<file path="src/rtl/pcfx_bk_ctrl_if.sv">
// Host SD-image side of the backup-RAM persistence controller.
// Carries the mount notification (img_*), the sector request handshake
// (sd_lba/sd_rd/sd_wr/sd_ack) and the per-word buffer bus (sd_buff_*).
//   master : the backup controller (issues sector requests, supplies save data)
//   slave  : the host image interface (acknowledges, streams load data)
interface pcfx_bk_ctrl_if;
  logic [1:0]  img_mounted;
  logic        img_readonly;
  logic [63:0] img_size;
  logic [31:0] sd_lba;
  logic [1:0]  sd_rd;
  logic [1:0]  sd_wr;
  logic [1:0]  sd_ack;
  logic [7:0]  sd_buff_addr;
  logic [15:0] sd_buff_dout;
  logic        sd_buff_wr;
  logic [15:0] sd_buff_din;

  modport master (
    input  img_mounted, img_readonly, img_size,
    input  sd_ack, sd_buff_addr, sd_buff_dout, sd_buff_wr,
    output sd_lba, sd_rd, sd_wr, sd_buff_din
  );

  modport slave (
    output img_mounted, img_readonly, img_size,
    output sd_ack, sd_buff_addr, sd_buff_dout, sd_buff_wr,
    input  sd_lba, sd_rd, sd_wr, sd_buff_din
  );
endinterface

</file>
<file path="src/rtl/pcfx_bk_ctrl.sv">
// PC-FX backup-RAM persistence controller.
// Moves disk 0 (internal backup SRAM) and disk 1 (external FX-BMP memory)
// between one port of the dual-port backup RAM and the host's sector-based
// SD image interface, as whole-image load or save sequences.
// Ports:
//   clk_sys, reset_n     : clock, asynchronous active-low reset
//   sd                   : host image interface (master side)
//   bk_load, bk_save     : level requests; a rising edge while idle starts a sequence
//   bk_ena               : at least one disk image is mounted
//   bk_loading/bk_saving : a load / save sequence is in progress
//   mem_sel              : RAM select, 0 = internal, 1 = external
//   mem_addr/mem_wdata/mem_we/mem_rdata : backup RAM port (1-cycle read latency)
module pcfx_bk_ctrl #(
  parameter int INT_SECTORS = 64,
  parameter int EXT_SECTORS = 256
) (
  input  logic           clk_sys,
  input  logic           reset_n,
  pcfx_bk_ctrl_if.master sd,
  input  logic           bk_load,
  input  logic           bk_save,
  output logic           bk_ena,
  output logic           bk_loading,
  output logic           bk_saving,
  output logic           mem_sel,
  output logic [15:0]    mem_addr,
  output logic [15:0]    mem_wdata,
  output logic           mem_we,
  input  logic [15:0]    mem_rdata
);

  localparam logic [8:0] INT_CAP = 9'(INT_SECTORS);
  localparam logic [8:0] EXT_CAP = 9'(EXT_SECTORS);

  typedef enum logic [2:0] {
    ST_IDLE = 3'd0,
    ST_SEL  = 3'd1,
    ST_REQ  = 3'd2,
    ST_XFER = 3'd3,
    ST_ADV  = 3'd4
  } state_t;

  // Image size in bytes -> sector count, limited to the disk capacity.
  // Anything at or above 2^18 bytes is over every capacity.
  function automatic logic [8:0] clamp_sectors(input logic [63:0] size, input logic [8:0] cap);
    logic [8:0] n;
    if (|size[63:18]) begin
      n = cap;
    end else if (size[17:9] > cap) begin
      n = cap;
    end else begin
      n = size[17:9];
    end
    return n;
  endfunction

  state_t      state_r, state_s;
  logic        disk_r, disk_s;
  logic [1:0]  sel_idx_r, sel_idx_s;   // next disk SEL may consider (2 = none left)
  logic [7:0]  sector_r, sector_s;
  logic        start_load_s, start_save_s;
  logic        dir_save_r;

  logic [8:0]  nsec0_r, nsec1_r;
  logic [1:0]  ro_r;
  logic [8:0]  run_nsec0_r, run_nsec1_r;
  logic [1:0]  run_ro_r;

  logic        load_d_r, save_d_r;
  logic        load_rise_s, save_rise_s;
  logic        ok0_s, ok1_s;
  logic        ack_cur_s;
  logic [8:0]  cur_nsec_s;
  logic [1:0]  req_bits_s;

  logic [31:0] sd_lba_r;
  logic [1:0]  sd_rd_r, sd_wr_r;
  logic        bk_ena_r, loading_r, saving_r, mem_sel_r;
  logic [15:0] buff_din_s;
  logic [7:0]  addr_sector_s;
  logic        unused_size_bits;

  assign unused_size_bits = ^sd.img_size[8:0];

  assign load_rise_s = bk_load & ~load_d_r;
  assign save_rise_s = bk_save & ~save_d_r;

  // Eligibility uses the snapshot taken at sequence start, so a mount pulse
  // arriving mid-sequence only affects the next sequence.
  assign ok0_s      = (run_nsec0_r != 9'd0) & ~(dir_save_r & run_ro_r[0]);
  assign ok1_s      = (run_nsec1_r != 9'd0) & ~(dir_save_r & run_ro_r[1]);
  assign ack_cur_s  = sd.sd_ack[disk_r];
  assign cur_nsec_s = disk_r ? run_nsec1_r : run_nsec0_r;
  assign req_bits_s = disk_s ? 2'b10 : 2'b01;

  // Next-state logic for the sequencer.
  always_comb begin
    state_s      = state_r;
    disk_s       = disk_r;
    sel_idx_s    = sel_idx_r;
    sector_s     = sector_r;
    start_load_s = 1'b0;
    start_save_s = 1'b0;
    case (state_r)
      ST_IDLE: begin
        sel_idx_s = 2'd0;
        sector_s  = 8'd0;
        if (load_rise_s) begin
          start_load_s = 1'b1;
          state_s      = ST_SEL;
        end else if (save_rise_s) begin
          start_save_s = 1'b1;
          state_s      = ST_SEL;
        end else begin
          state_s = ST_IDLE;
        end
      end
      ST_SEL: begin
        sector_s = 8'd0;
        if ((sel_idx_r == 2'd0) && ok0_s) begin
          disk_s    = 1'b0;
          sel_idx_s = 2'd1;
          state_s   = ST_REQ;
        end else if ((sel_idx_r != 2'd2) && ok1_s) begin
          disk_s    = 1'b1;
          sel_idx_s = 2'd2;
          state_s   = ST_REQ;
        end else begin
          sel_idx_s = 2'd2;
          state_s   = ST_IDLE;
        end
      end
      ST_REQ: begin
        if (ack_cur_s) begin
          state_s = ST_XFER;
        end else begin
          state_s = ST_REQ;
        end
      end
      ST_XFER: begin
        if (!ack_cur_s) begin
          state_s = ST_ADV;
        end else begin
          state_s = ST_XFER;
        end
      end
      ST_ADV: begin
        // 9-bit compare: sector + 1 reaching nsec (up to 256) ends the disk
        // without the 8-bit counter ever wrapping.
        if (({1'b0, sector_r} + 9'd1) < cur_nsec_s) begin
          sector_s = sector_r + 8'd1;
          state_s  = ST_REQ;
        end else begin
          sector_s = 8'd0;
          state_s  = ST_SEL;
        end
      end
      default: begin
        state_s = ST_IDLE;
      end
    endcase
  end

  // Sequencer state, current disk and sector.
  always_ff @(posedge clk_sys or negedge reset_n) begin
    if (!reset_n) begin
      state_r    <= ST_IDLE;
      disk_r     <= 1'b0;
      sel_idx_r  <= 2'd0;
      sector_r   <= 8'd0;
      dir_save_r <= 1'b0;
    end else begin
      state_r   <= state_s;
      disk_r    <= disk_s;
      sel_idx_r <= sel_idx_s;
      sector_r  <= sector_s;
      if (start_save_s) begin
        dir_save_r <= 1'b1;
      end else if (start_load_s) begin
        dir_save_r <= 1'b0;
      end else begin
        dir_save_r <= dir_save_r;
      end
    end
  end

  // Mount latches and the per-sequence snapshot of them.
  always_ff @(posedge clk_sys or negedge reset_n) begin
    if (!reset_n) begin
      nsec0_r     <= 9'd0;
      nsec1_r     <= 9'd0;
      ro_r        <= 2'b00;
      run_nsec0_r <= 9'd0;
      run_nsec1_r <= 9'd0;
      run_ro_r    <= 2'b00;
    end else begin
      if (sd.img_mounted[0]) begin
        nsec0_r <= clamp_sectors(sd.img_size, INT_CAP);
        ro_r[0] <= sd.img_readonly;
      end else begin
        nsec0_r <= nsec0_r;
        ro_r[0] <= ro_r[0];
      end
      if (sd.img_mounted[1]) begin
        nsec1_r <= clamp_sectors(sd.img_size, EXT_CAP);
        ro_r[1] <= sd.img_readonly;
      end else begin
        nsec1_r <= nsec1_r;
        ro_r[1] <= ro_r[1];
      end
      if (start_load_s || start_save_s) begin
        run_nsec0_r <= nsec0_r;
        run_nsec1_r <= nsec1_r;
        run_ro_r    <= ro_r;
      end else begin
        run_nsec0_r <= run_nsec0_r;
        run_nsec1_r <= run_nsec1_r;
        run_ro_r    <= run_ro_r;
      end
    end
  end

  // Registered status, request and select outputs.
  always_ff @(posedge clk_sys or negedge reset_n) begin
    if (!reset_n) begin
      load_d_r  <= 1'b0;
      save_d_r  <= 1'b0;
      bk_ena_r  <= 1'b0;
      sd_rd_r   <= 2'b00;
      sd_wr_r   <= 2'b00;
      sd_lba_r  <= 32'd0;
      loading_r <= 1'b0;
      saving_r  <= 1'b0;
      mem_sel_r <= 1'b0;
    end else begin
      load_d_r <= bk_load;
      save_d_r <= bk_save;
      bk_ena_r <= (nsec0_r != 9'd0) | (nsec1_r != 9'd0);
      // The request is held only while REQ persists, so it drops the cycle
      // after the acknowledge is seen.
      if ((state_s == ST_REQ) && !dir_save_r) begin
        sd_rd_r <= req_bits_s;
      end else begin
        sd_rd_r <= 2'b00;
      end
      if ((state_s == ST_REQ) && dir_save_r) begin
        sd_wr_r <= req_bits_s;
      end else begin
        sd_wr_r <= 2'b00;
      end
      if (state_s == ST_REQ) begin
        sd_lba_r <= {24'd0, sector_s};
      end else begin
        sd_lba_r <= sd_lba_r;
      end
      if (start_load_s) begin
        loading_r <= 1'b1;
      end else if (state_s == ST_IDLE) begin
        loading_r <= 1'b0;
      end else begin
        loading_r <= loading_r;
      end
      if (start_save_s) begin
        saving_r <= 1'b1;
      end else if (state_s == ST_IDLE) begin
        saving_r <= 1'b0;
      end else begin
        saving_r <= saving_r;
      end
      if (state_s == ST_IDLE) begin
        mem_sel_r <= 1'b0;
      end else begin
        mem_sel_r <= disk_s;
      end
    end
  end

  // RAM port: address tracks the host word index directly (the host holds
  // each save address long enough to cover the RAM latency); writes happen
  // in the same cycle as the host strobe.
  always_comb begin
    mem_we        = 1'b0;
    mem_wdata     = 16'd0;
    mem_addr      = 16'd0;
    buff_din_s    = 16'd0;
    addr_sector_s = disk_r ? sector_r : {2'b00, sector_r[5:0]};
    if (state_r != ST_IDLE) begin
      mem_addr = {addr_sector_s, sd.sd_buff_addr};
    end else begin
      mem_addr = 16'd0;
    end
    if ((state_r == ST_XFER) && !dir_save_r && ack_cur_s && sd.sd_buff_wr) begin
      mem_we    = 1'b1;
      mem_wdata = sd.sd_buff_dout;
    end else begin
      mem_we    = 1'b0;
      mem_wdata = 16'd0;
    end
    if (saving_r) begin
      buff_din_s = mem_rdata;
    end else begin
      buff_din_s = 16'd0;
    end
  end

  assign sd.sd_lba      = sd_lba_r;
  assign sd.sd_rd       = sd_rd_r;
  assign sd.sd_wr       = sd_wr_r;
  assign sd.sd_buff_din = buff_din_s;
  assign bk_ena         = bk_ena_r;
  assign bk_loading     = loading_r;
  assign bk_saving      = saving_r;
  assign mem_sel        = mem_sel_r;

endmodule

</file>
<file path="src/flat_wrapper.sv">
// flat-port wrapper written by rule: the top's interface ports become plain ports
module pcfx_bk_ctrl_flat 
#(
  parameter int INT_SECTORS = 64,
  parameter int EXT_SECTORS = 256
)
  (clk_sys, reset_n, bk_load, bk_save, bk_ena, bk_loading, bk_saving, mem_sel, mem_addr, mem_wdata, mem_we, mem_rdata, sd_img_mounted, sd_img_readonly, sd_img_size, sd_sd_ack, sd_sd_buff_addr, sd_sd_buff_dout, sd_sd_buff_wr, sd_sd_lba, sd_sd_rd, sd_sd_wr, sd_sd_buff_din);
  pcfx_bk_ctrl_if sd_i ();
  input  logic clk_sys;
  input  logic reset_n;
  input  logic bk_load;
  input  logic bk_save;
  output logic bk_ena;
  output logic bk_loading;
  output logic bk_saving;
  output logic mem_sel;
  output logic [15:0] mem_addr;
  output logic [15:0] mem_wdata;
  output logic mem_we;
  input  logic [15:0] mem_rdata;
  input wire logic [$bits(sd_i.img_mounted)-1:0] sd_img_mounted;
  input wire logic [$bits(sd_i.img_readonly)-1:0] sd_img_readonly;
  input wire logic [$bits(sd_i.img_size)-1:0] sd_img_size;
  input wire logic [$bits(sd_i.sd_ack)-1:0] sd_sd_ack;
  input wire logic [$bits(sd_i.sd_buff_addr)-1:0] sd_sd_buff_addr;
  input wire logic [$bits(sd_i.sd_buff_dout)-1:0] sd_sd_buff_dout;
  input wire logic [$bits(sd_i.sd_buff_wr)-1:0] sd_sd_buff_wr;
  output wire logic [$bits(sd_i.sd_lba)-1:0] sd_sd_lba;
  output wire logic [$bits(sd_i.sd_rd)-1:0] sd_sd_rd;
  output wire logic [$bits(sd_i.sd_wr)-1:0] sd_sd_wr;
  output wire logic [$bits(sd_i.sd_buff_din)-1:0] sd_sd_buff_din;
  assign sd_i.img_mounted = sd_img_mounted;
  assign sd_i.img_readonly = sd_img_readonly;
  assign sd_i.img_size = sd_img_size;
  assign sd_i.sd_ack = sd_sd_ack;
  assign sd_i.sd_buff_addr = sd_sd_buff_addr;
  assign sd_i.sd_buff_dout = sd_sd_buff_dout;
  assign sd_i.sd_buff_wr = sd_sd_buff_wr;
  assign sd_sd_lba = sd_i.sd_lba;
  assign sd_sd_rd = sd_i.sd_rd;
  assign sd_sd_wr = sd_i.sd_wr;
  assign sd_sd_buff_din = sd_i.sd_buff_din;
  pcfx_bk_ctrl #(.INT_SECTORS(INT_SECTORS), .EXT_SECTORS(EXT_SECTORS)) u_core (.clk_sys(clk_sys), .reset_n(reset_n), .sd(sd_i), .bk_load(bk_load), .bk_save(bk_save), .bk_ena(bk_ena), .bk_loading(bk_loading), .bk_saving(bk_saving), .mem_sel(mem_sel), .mem_addr(mem_addr), .mem_wdata(mem_wdata), .mem_we(mem_we), .mem_rdata(mem_rdata));
endmodule
</file>
<file path="config.mk">
export PLATFORM = sky130hd
export DESIGN_NAME = pcfx_bk_ctrl_flat
export DESIGN_NICKNAME = d
export VERILOG_FILES = /design/src/rtl/pcfx_bk_ctrl_if.sv /design/src/rtl/pcfx_bk_ctrl.sv /design/src/flat_wrapper.sv
export SDC_FILE = /design/constraint.sdc
export NUM_CORES = 1
export LEC_CHECK = 0
export ABC_AREA = 1
export CAP_MARGIN = 20
export CORE_ASPECT_RATIO = 0.5
export CORE_MARGIN = 2
export CORE_UTILIZATION = 42
export DETAILED_ROUTE_END_ITERATION = 10
export GPL_ROUTABILITY_DRIVEN = 0
export PLACE_DENSITY_LB_ADDON = 0.15
export SYNTH_ARGS = -nofsm -noshare
export SYNTH_HDL_FRONTEND = slang
export SYNTH_SLANG_ARGS = --single-unit
</file>
<file path="constraint.sdc">
create_clock -name clk_sys -period 3 [get_ports clk_sys]
set_input_delay 0.6 -clock clk_sys [delete_from_list [all_inputs] [get_ports clk_sys]]
set_output_delay 0.6 -clock clk_sys [all_outputs]
set_load 0.005 [all_outputs]
</file>
---- Word level (Yosys, flattened, before mapping) ----
Cells that the tools add are included.
storage, ports and cells
  register bits ........................... 73
  bits of input ports ..................... 114
  word-level logic and storage cells ...... 108
operators by class
  add/subtract/negate cells ............... 2
  $lt $le $gt $ge ......................... 4
  eq/ne operators ......................... 6
  multiplexer cells ....................... 41
  bitwise logic cells ..................... 11
  reductions and logical operators ........ 23
operator list
  kind                                                                              number
  16-bit 2-to-1 mux                                                                 3
  46-bit OR reduction                                                               1
  9-bit 2-to-1 mux                                                                  5
  9-bit nonzero test                                                                4
  1-bit 2-to-1 mux                                                                  19
  8-bit 2-to-1 mux                                                                  2
  8-bit one-hot mux with 2 select lines                                             1
  3-bit one-hot mux with 5 select lines                                             1
  2-bit 2-to-1 mux                                                                  6
  8-bit by 1-bit adder with 9-bit output (second input constant)                    1
  3-bit by 2-bit equality test with 1-bit output (second input constant)            3
  9-bit by 7-bit greater-than comparator with 1-bit output (second input constant)  1
  9-bit greater-than comparator (second input constant)                             1
  9-bit < comparator                                                                1
  3-bit 2-to-1 mux                                                                  3
  8-bit by 1-bit adder with 8-bit output (second input constant)                    1
  2-bit nonzero test                                                                4
  1-bit logical AND                                                                 7
  1-bit bitwise AND                                                                 6
  3-bit zero test                                                                   2
  1-bit NOT                                                                         4
  2-bit one-hot mux with 2 select lines                                             1
  3-bit by 1-bit equality test with 1-bit output (second input constant)            1
  3-bit equality test (second input constant)                                       1
  8 further kinds                                                                   8

---- Longest topological paths before layout ----
Gate-level depths: netlist of run 1.
  word-level depth ........................ 10
  depth in mapped cells ................... 18

---- Least setup slack after synthesis of run 1 ----
OpenSTA, ideal clock, no wires.
  path type ............................... register to register
  start ................................... reg u_core.sector_r[0]
  end ..................................... reg u_core.saving_r, in the netlist u_core.bk_saving
  setup time .............................. 118 ps
  arrival ................................. 2,185 ps
  data required time ...................... 2,882 ps
  setup slack ............................. 697 ps
  stages on the path, launching flop included .. 17
  period minus slack after synthesis ...... 2,303 ps
  path through ............................ dfrtp_1 > ha_1 > nand3_1 > nor2_1 > nand3_1 > nor2_1 > ha_1 > a21o_1 > nor2_1 > nand3_1 > nand2_1 > nand2_1 > nand2_2 > buf_6 > nand3_2 > nand2_1 > nand2_1
on the way
  cells in the longest elaborated chain, start to end .. 6
ends and longest elaborated chain
  element                                 RTL line             source
  start, declared                         pcfx_bk_ctrl.sv:60   logic [7:0] sector_r, sector_s;
  start signal, assigned                  pcfx_bk_ctrl.sv:176  sector_r <= sector_s;
  8-bit by 1-bit adder with 9-bit output  pcfx_bk_ctrl.sv:150  if (({1'b0, sector_r} + 9'd1) < cur_nsec_s) begin
  9-bit < comparator                      pcfx_bk_ctrl.sv:150
  2-bit 2-to-1 mux                        pcfx_bk_ctrl.sv:150
  3-bit one-hot mux with 5 select lines   pcfx_bk_ctrl.sv:104  case (state_r)
  3-bit zero test                         pcfx_bk_ctrl.sv:265  end else if (state_s == ST_IDLE) begin
  2-bit nonzero test (no source line)     -
  end signal, assigned                    pcfx_bk_ctrl.sv:268  saving_r <= saving_r;
  end, declared                           pcfx_bk_ctrl.sv:78   logic bk_ena_r, loading_r, saving_r, mem_sel_r;
Every way passes these cells.
A chain may end at the register's enable or synchronous reset.

---- Worst setup path after layout of run 1 ----
  start ................................... reg u_core.disk_r
  end ..................................... out mem_wdata[4]
on the way
  cells in the longest elaborated chain, start to end .. 5
ends and longest elaborated chain
  element                                              RTL line             source
  start, declared                                      pcfx_bk_ctrl.sv:58   logic disk_r, disk_s;
  start signal, assigned                               pcfx_bk_ctrl.sv:174  disk_r <= disk_s;
  1-bit 2-to-1 mux (implied by the code) (2 in a row)  pcfx_bk_ctrl.sv:92   assign ack_cur_s = sd.sd_ack[disk_r];
  1-bit logical AND (2 in a row)                       pcfx_bk_ctrl.sv:292  if ((state_r == ST_XFER) && !dir_save_r && ack_cur_s && sd.sd_buff_wr) begin
  16-bit 2-to-1 mux                                    pcfx_bk_ctrl.sv:292
  end, declared                                        flat_wrapper.sv:18   output logic [15:0] mem_wdata;
Every way passes these cells. The select of a mux whose other input is x is not followed.

==> impl_metrics.yaml, run 1 <==
floorplanning:
  start_util_pct: 44.2
  die_y_um: 75.2
  die_w_um: 146
  core_um2: 9630
  io_pins: 203
  fp-row-count: 25
  dieArea_um2: 11000
timing:
  min_period_ns: 2.88
  maxSlewViolCount: 0
  clock.fmax_mhz: 347
  finalHoldViolations: 0
  slew_headroom_pct: 39.0
  finClkSkew_ns: 0.00481
  finalCritPeriodShare_pct: 96.0
  worstMarginPinSlew_ns: 0.915
  tns_ns: 0
  rsz0062_at_grt: "false"
  setup_viol: 0
setup_path:
  r2r_end: "u_core.sd.sd_lba[0]"
  rr_worst_depth: 16
  crit_buf_inv: 3
  crit_path_frequent_cell: "nand2_1"
  reg2reg_slack_ns: 0.36
  criticalPathCategory: "reg -> out"
  cp-start-kind: "register"
  critPathMaxFanout: 17
  cp-end-kind: "output pin"
  slowest_stage: "dfrtp_1"
  arrival_ns: 2.28
  cpPeakStageDelay_ns: 0.53
  required_ns: 2.40
  worstPathCellList: "inv_2 > nand2_1 > nand2_1 > nand4_2 > buf_4 > nor2_1 > clkdlybuf4s50_1"
  cp_top_family: "buffers and inverters"
  crit-reg2reg-launch: "u_core.sector_r[0]"
finish:
  drive_above_1_share_pct: 4.74
  final_core_util_pct: 65.5
  area_delta_synth_final_pct: 48.3
  final_cells: 896
  multiInputGateArea_um2: 1870
  fillers: 848
  ff_latch_area_um2: 1830
  nets: 878
  fin_area_um2: 6310
route:
  wl_um: 11100
  wl_per_cell_um: 12.4
  drt-pass1-iter-count: 4
  vias: 4128
  viasPerCell: 4.61
  drt_iter0_markers: 295
  drt.antenna.violating_nets: 0
  drc_errors: 0
yosys:
  synth-edff-count: 0
  synth_commonest_cells: "165 x nand2_1, 98 x inv_1, 74 x nor2_1"
  synth_largest_area_cell: "dfrtp_1"
  ys_ff_latch: 73
  ys_seq_area_share_pct: 42.9
  synth_top_cell_area_share_pct: 42.9
  synth_area_um2: 4260
  synth_most_common_cell: "nand2_1"
  synthTopCellsByArea: "dfrtp_1 43%, nand2_1 15%, inv_1 8.6%"
  synth_top_flop_cell: "dfrtp_1"
  async_reset_ff_share_pct: 100
  synth_cell_types: 37
  synthCells: 587
  avgSynthCellArea_um2: 7.25
  yosys_warnings: 0
clock_tree:
  numCtsBuffers: 9
  cts_resized: 0
  postCtsHoldBufs: 0
  h-tree-depth: 3
  path_clk_slew_ns: 0.06
  cts_setup_buffers: 0
  clockBufferDepth: 2
  clk_latency_ns: 0.33
  root_buffer: "clkbuf_16"
  cts_sinks: 73
  cts_tree: "built"
hold_path:
  min_path_type: "in -> async"
power:
  power_mw: 3.80
  p_leak_nw: 3.20
  p_switching_mw: 1.31
  switching_share_pct: 34.4
  p_int_mw: 2.49
  peakVddDrop_v: 0.000316
  clkPwrFrac_pct: 33.0
  p_per_area_nw_per_um2: 602
  comb_power_share_pct: 34.7
  p_seq_share_pct: 32.3
job:
  maxCapViolCount: 0
run_status:
  status: "complete, no violations"
placed_design:
  dpl.cell_count: 879
  port_buffers: 169
  placed_cell_area_um2: 5960
  dp_hpwl_um: 8830
grt:
  grt_overflow: 0
  grt_max_degree: 44
  grt_antenna_before_repair: 0
  grt_pass1_vias: 3821
  grt.total_usage_pct: 20.7
  grt_first_pass_wirelength_um: 18000
layout by cell type, fill, tap and decap left out, types with 4 or more instances in the layout:
cell type        count
conb_1              24
clkbuf_16            9
clkdlybuf4s50_1    168
nand2_1            165
dfrtp_1             73
inv_1               98
nand3_1             25
ha_1                 9
o21ai_0             37
nor4_1              10
inv_2                4
xor2_1               5
mux2i_1              4
nand4_1              6
nor3_1              13
nor2_1              73
o21ai_1              4
sequential cells by signal, summed over array words and instances (netlist names), 3 cells and up:
| name | cells |
|---|---|
| u_core.state_r | 3 |
| u_core.run_nsec1_r | 9 |
| u_core.nsec1_r | 9 |
| u_core.nsec0_r | 9 |
| u_core.run_nsec0_r | 9 |
| u_core.sd.sd_lba | 8 |
| u_core.sector_r | 8 |
worst max path at each step:
stage / startpoint / end / slack [ns] / cells past startpoint
6_report: u_core.disk_r / mem_wdata[4] / 0.12 / 7
5_1_grt: u_core.disk_r / mem_wdata[2] / 0.03 / 7
4_1_cts: u_core.disk_r / mem_wdata[4] / 0.12 / 7
3_5_place_dp: sd_sd_ack[1] / mem_wdata[4] / 0.18 / 7
3_3_place_gp: sd_sd_ack[1] / mem_wdata[5] / 0.22 / 7
2_1_floorplan: u_core.sector_r[0] / u_core.bk_saving / 0.70 / 16
logic make-up after synthesis:
logic type | count (synthesis) | share of synthesized area (%)
simple gates | 308 | 31.5
buf+inv | 140 | 15.2
flops | 73 | 42.9
compound gates | 47 | 5.70
fa+ha+maj | 9 | 2.64
xor+xnor | 5 | 1.03
mux | 4 | 0.940
other cells | 1 | 0.0881
metrics by stage:
stage | setup slack (ns) | hold WS, ns
floorplan | 0.697 | 0.304
global placement | 0.224 | 0.458
detailed placement | 0.176 | 0.458
CTS | 0.124 | 0.428
global route | 0.0258 | 0.492
finish | 0.121 | 0.402
layout make-up:
type	instances	share of cell area (%)
inverter	102	6.07
tap	135	2.68
clock buffer	9	3.57
timing repair buffer	172	27.1
multi-input combinational	397	29.7
clock inverter	7	1.96
antenna	1	0.0396
sequential	73	28.9
power by group through the flow:
stage / sequential [mW] / combinational (mW) / clock, mW
2_1_floorplan: 1.19 / 0.857 / 0
3_3_place_gp: 1.24 / 1.29 / 0
3_5_place_dp: 1.24 / 1.32 / 0
4_1_cts: 1.23 / 1.32 / 1.27
5_1_grt: 1.24 / 1.47 / 1.31
6_report: 1.23 / 1.32 / 1.25
layer usage:
| layer | part of all wire (%) | GRT usage [%] | up-vias |
|---|---|---|---|
| met2 | 47 | 37.4 | 176 |
| met5 | 0 | 0 | - |
| met1 | 44 | 25.2 | 1836 |
| met3 | 6.7 | 5.03 | 15 |
| li1 | - | - | 2101 |
| met4 | 1.4 | 6.90 | 0 |
Power figures use the tool's default switching activity.
==> run 2, diff against run 1 <==
- PLACE_DENSITY: default -> 0.83
- PLACE_DENSITY_LB_ADDON: 0.15 -> default
- clock period: 3 -> 2.66 ns (I/O delays scaled with it)
==> run 2 against run 1 <==
Combinational power grew 35%. Total power grew 17%. First-iteration DRC count shrank 2.7%. Wire length grew 6.7%. Non-clock buffer count grew 13. Flip-flop and latch count is the same. Sequential power grew 11%. Count of clock-buffer cells in the layout grew 3. Sequential share of layout area shrank 0.90 points. Via count grew 2.9%. Largest cell class unchanged. Highest routed layer unchanged.
==> impl_metrics.yaml, run 2 (same netlist as run 1, synthesis figures left out) <==
timing:
  finalCritPeriodShare_pct: 98.7
  tns_ns: 0
  maxSlewViolCount: 0
  min_period_ns: 2.63
  finClkSkew_ns: 0.00566
  finalHoldViolations: 0
  worstMarginPinSlew_ns: 0.778
  setup_viol: 0
  clock.fmax_mhz: 381
  slew_headroom_pct: 48.1
clock_tree:
  numCtsBuffers: 9
  cts_tree: "built"
  clockBufferDepth: 2
  root_buffer: "clkbuf_16"
  h-tree-depth: 3
  path_clk_slew_ns: 0.05
  cts_sinks: 73
  clk_latency_ns: 0.33
route:
  viasPerCell: 4.68
  drt-pass1-iter-count: 5
  vias: 4249
  drc_errors: 0
  wl_um: 11900
  wl_per_cell_um: 13.1
  drt.antenna.violating_nets: 0
  drt_iter0_markers: 287
floorplanning:
  dieArea_um2: 11000
  fp-row-count: 25
  die_y_um: 75.2
  die_w_um: 146
  start_util_pct: 44.2
  core_um2: 9630
  io_pins: 203
grt:
  grt_max_degree: 37
  grt_first_pass_wirelength_um: 19000
  grt_overflow: 0
  grt_pass1_vias: 4175
  grt_antenna_before_repair: 0
  grt.total_usage_pct: 21.7
setup_path:
  cp-start-kind: "input port"
  cp-end-kind: "output pin"
  reg2reg_slack_ns: 0.20
  r2r_end: "u_core.sd.sd_lba[0]"
  slowest_stage: "clkdlybuf4s50_1"
  cpPeakStageDelay_ns: 0.50
  arrival_ns: 2.09
  criticalPathCategory: "in -> out"
  critPathMaxFanout: 6
  worstPathCellList: "clkdlybuf4s50_1 > nand2_2 > nand2_2 > nand4_4 > clkbuf_16 > inv_1 > clkdlybuf4s50_1"
  required_ns: 2.13
  crit_start: "sd_sd_ack[1]"
  rr_worst_depth: 16
  crit-reg2reg-launch: "u_core.sector_r[0]"
  endpoint: "mem_we"
power:
  switching_share_pct: 35.1
  power_mw: 4.46
  clkPwrFrac_pct: 29.6
  peakVddDrop_v: 0.000421
  comb_power_share_pct: 39.9
  p_seq_share_pct: 30.5
  p_int_mw: 2.89
  p_per_area_nw_per_um2: 684
  p_switching_mw: 1.56
  p_leak_nw: 3.38
finish:
  n_antenna_cell: 0
  mostFrequentLayoutCells: "162 x nand2_1, 152 x clkdlybuf4s50_1, 98 x inv_1, 72 x dfrtp_1, 70 x nor2_1"
  drive_above_1_share_pct: 8.28
  final_common_cell: "nand2_1"
  area_delta_synth_final_pct: 53.1
  nets: 891
run_status:
  status: "complete, no violations"
placed_design:
  port_buffers: 169
  dp_hpwl_um: 9100
hold_path:
  min_path_type: "in -> async"
job:
  maxCapViolCount: 0
[run 2: per-stage QoR]
stage	hold slack [ns]	area (um^2)	cells	util, %	worst slack, ns
3_5_place_dp	0.460	6030	885	62.6	-0.0667
5_1_grt	0.326	6520	908	67.7	-0.0514
3_3_place_gp	0.457	6030	885	62.6	-0.0000582
6_report	0.278	6520	908	67.7	0.0346
4_1_cts	0.290	6410	905	66.5	0.00308
2_1_floorplan	0.236	4340	610	-	0.357
[run 2: power groups by stage]
stage	clock (mW)	sequential [mW]	combinational, mW
after floorplan	0	1.34	0.966
after global placement	0	1.36	1.58
after detailed placement	0	1.37	1.63
after CTS	1.33	1.35	1.68
after global routing	1.39	1.37	1.97
final	1.32	1.36	1.78
[run 2: layout make-up]
| class | count | area, um^2 |
|---|---|---|
| inverters | 102 | 383 |
| repair buffers | 185 | 1840 |
| fillers | 785 | 3110 |
| flip-flops and latches | 73 | 1830 |
| well taps | 135 | 169 |
| multi-input cells | 397 | 1970 |
| clock buffers | 12 | 256 |
| clock inverters | 4 | 75.1 |
[run 2: how the worst min path moves through the flow]
| stage | startpoint | endpoint |
|---|---|---|
| final | reset_n | u_core.bk_loading |
| after floorplan | reset_n | u_core.bk_ena |
| after global routing | reset_n | u_core.run_ro_r[1] |
| after CTS | reset_n | u_core.sector_r[7] |
| after detailed placement | u_core.sd.sd_lba[7] | u_core.sd.sd_lba[7] |
| after global placement | u_core.bk_loading | u_core.bk_loading |
[run 2: layer usage]
layer | vias to the layer above | part of all wire (%) | global-route usage (%)
li1 | 2116 | - | -
met1 | 1959 | 41 | 25.9
met2 | 160 | 51 | 39.8
met3 | 14 | 6.8 | 5.82
met4 | 0 | 1.3 | 6.04
met5 | - | 0 | 0
[run 2: critical path: cells and delay by family]
kind / cells / cell delay (ns)
AND/OR/NAND/NOR: 3 / 0.32
buffers and inverters: 4 / 1.23
[run 2: timing repair]
item	in CTS	in global routing
gates resized for setup	18	23
setup buffers	3	3
hold buffers	0	0
setup endpoints to repair	16	24
pin swaps	1	3
cloned	1	0
==> run 3, diff against run 2 <==
- CAP_MARGIN: 20 -> default
==> results of run 3 <==
Final layout, timing and power as in run 2 (identical DEF).
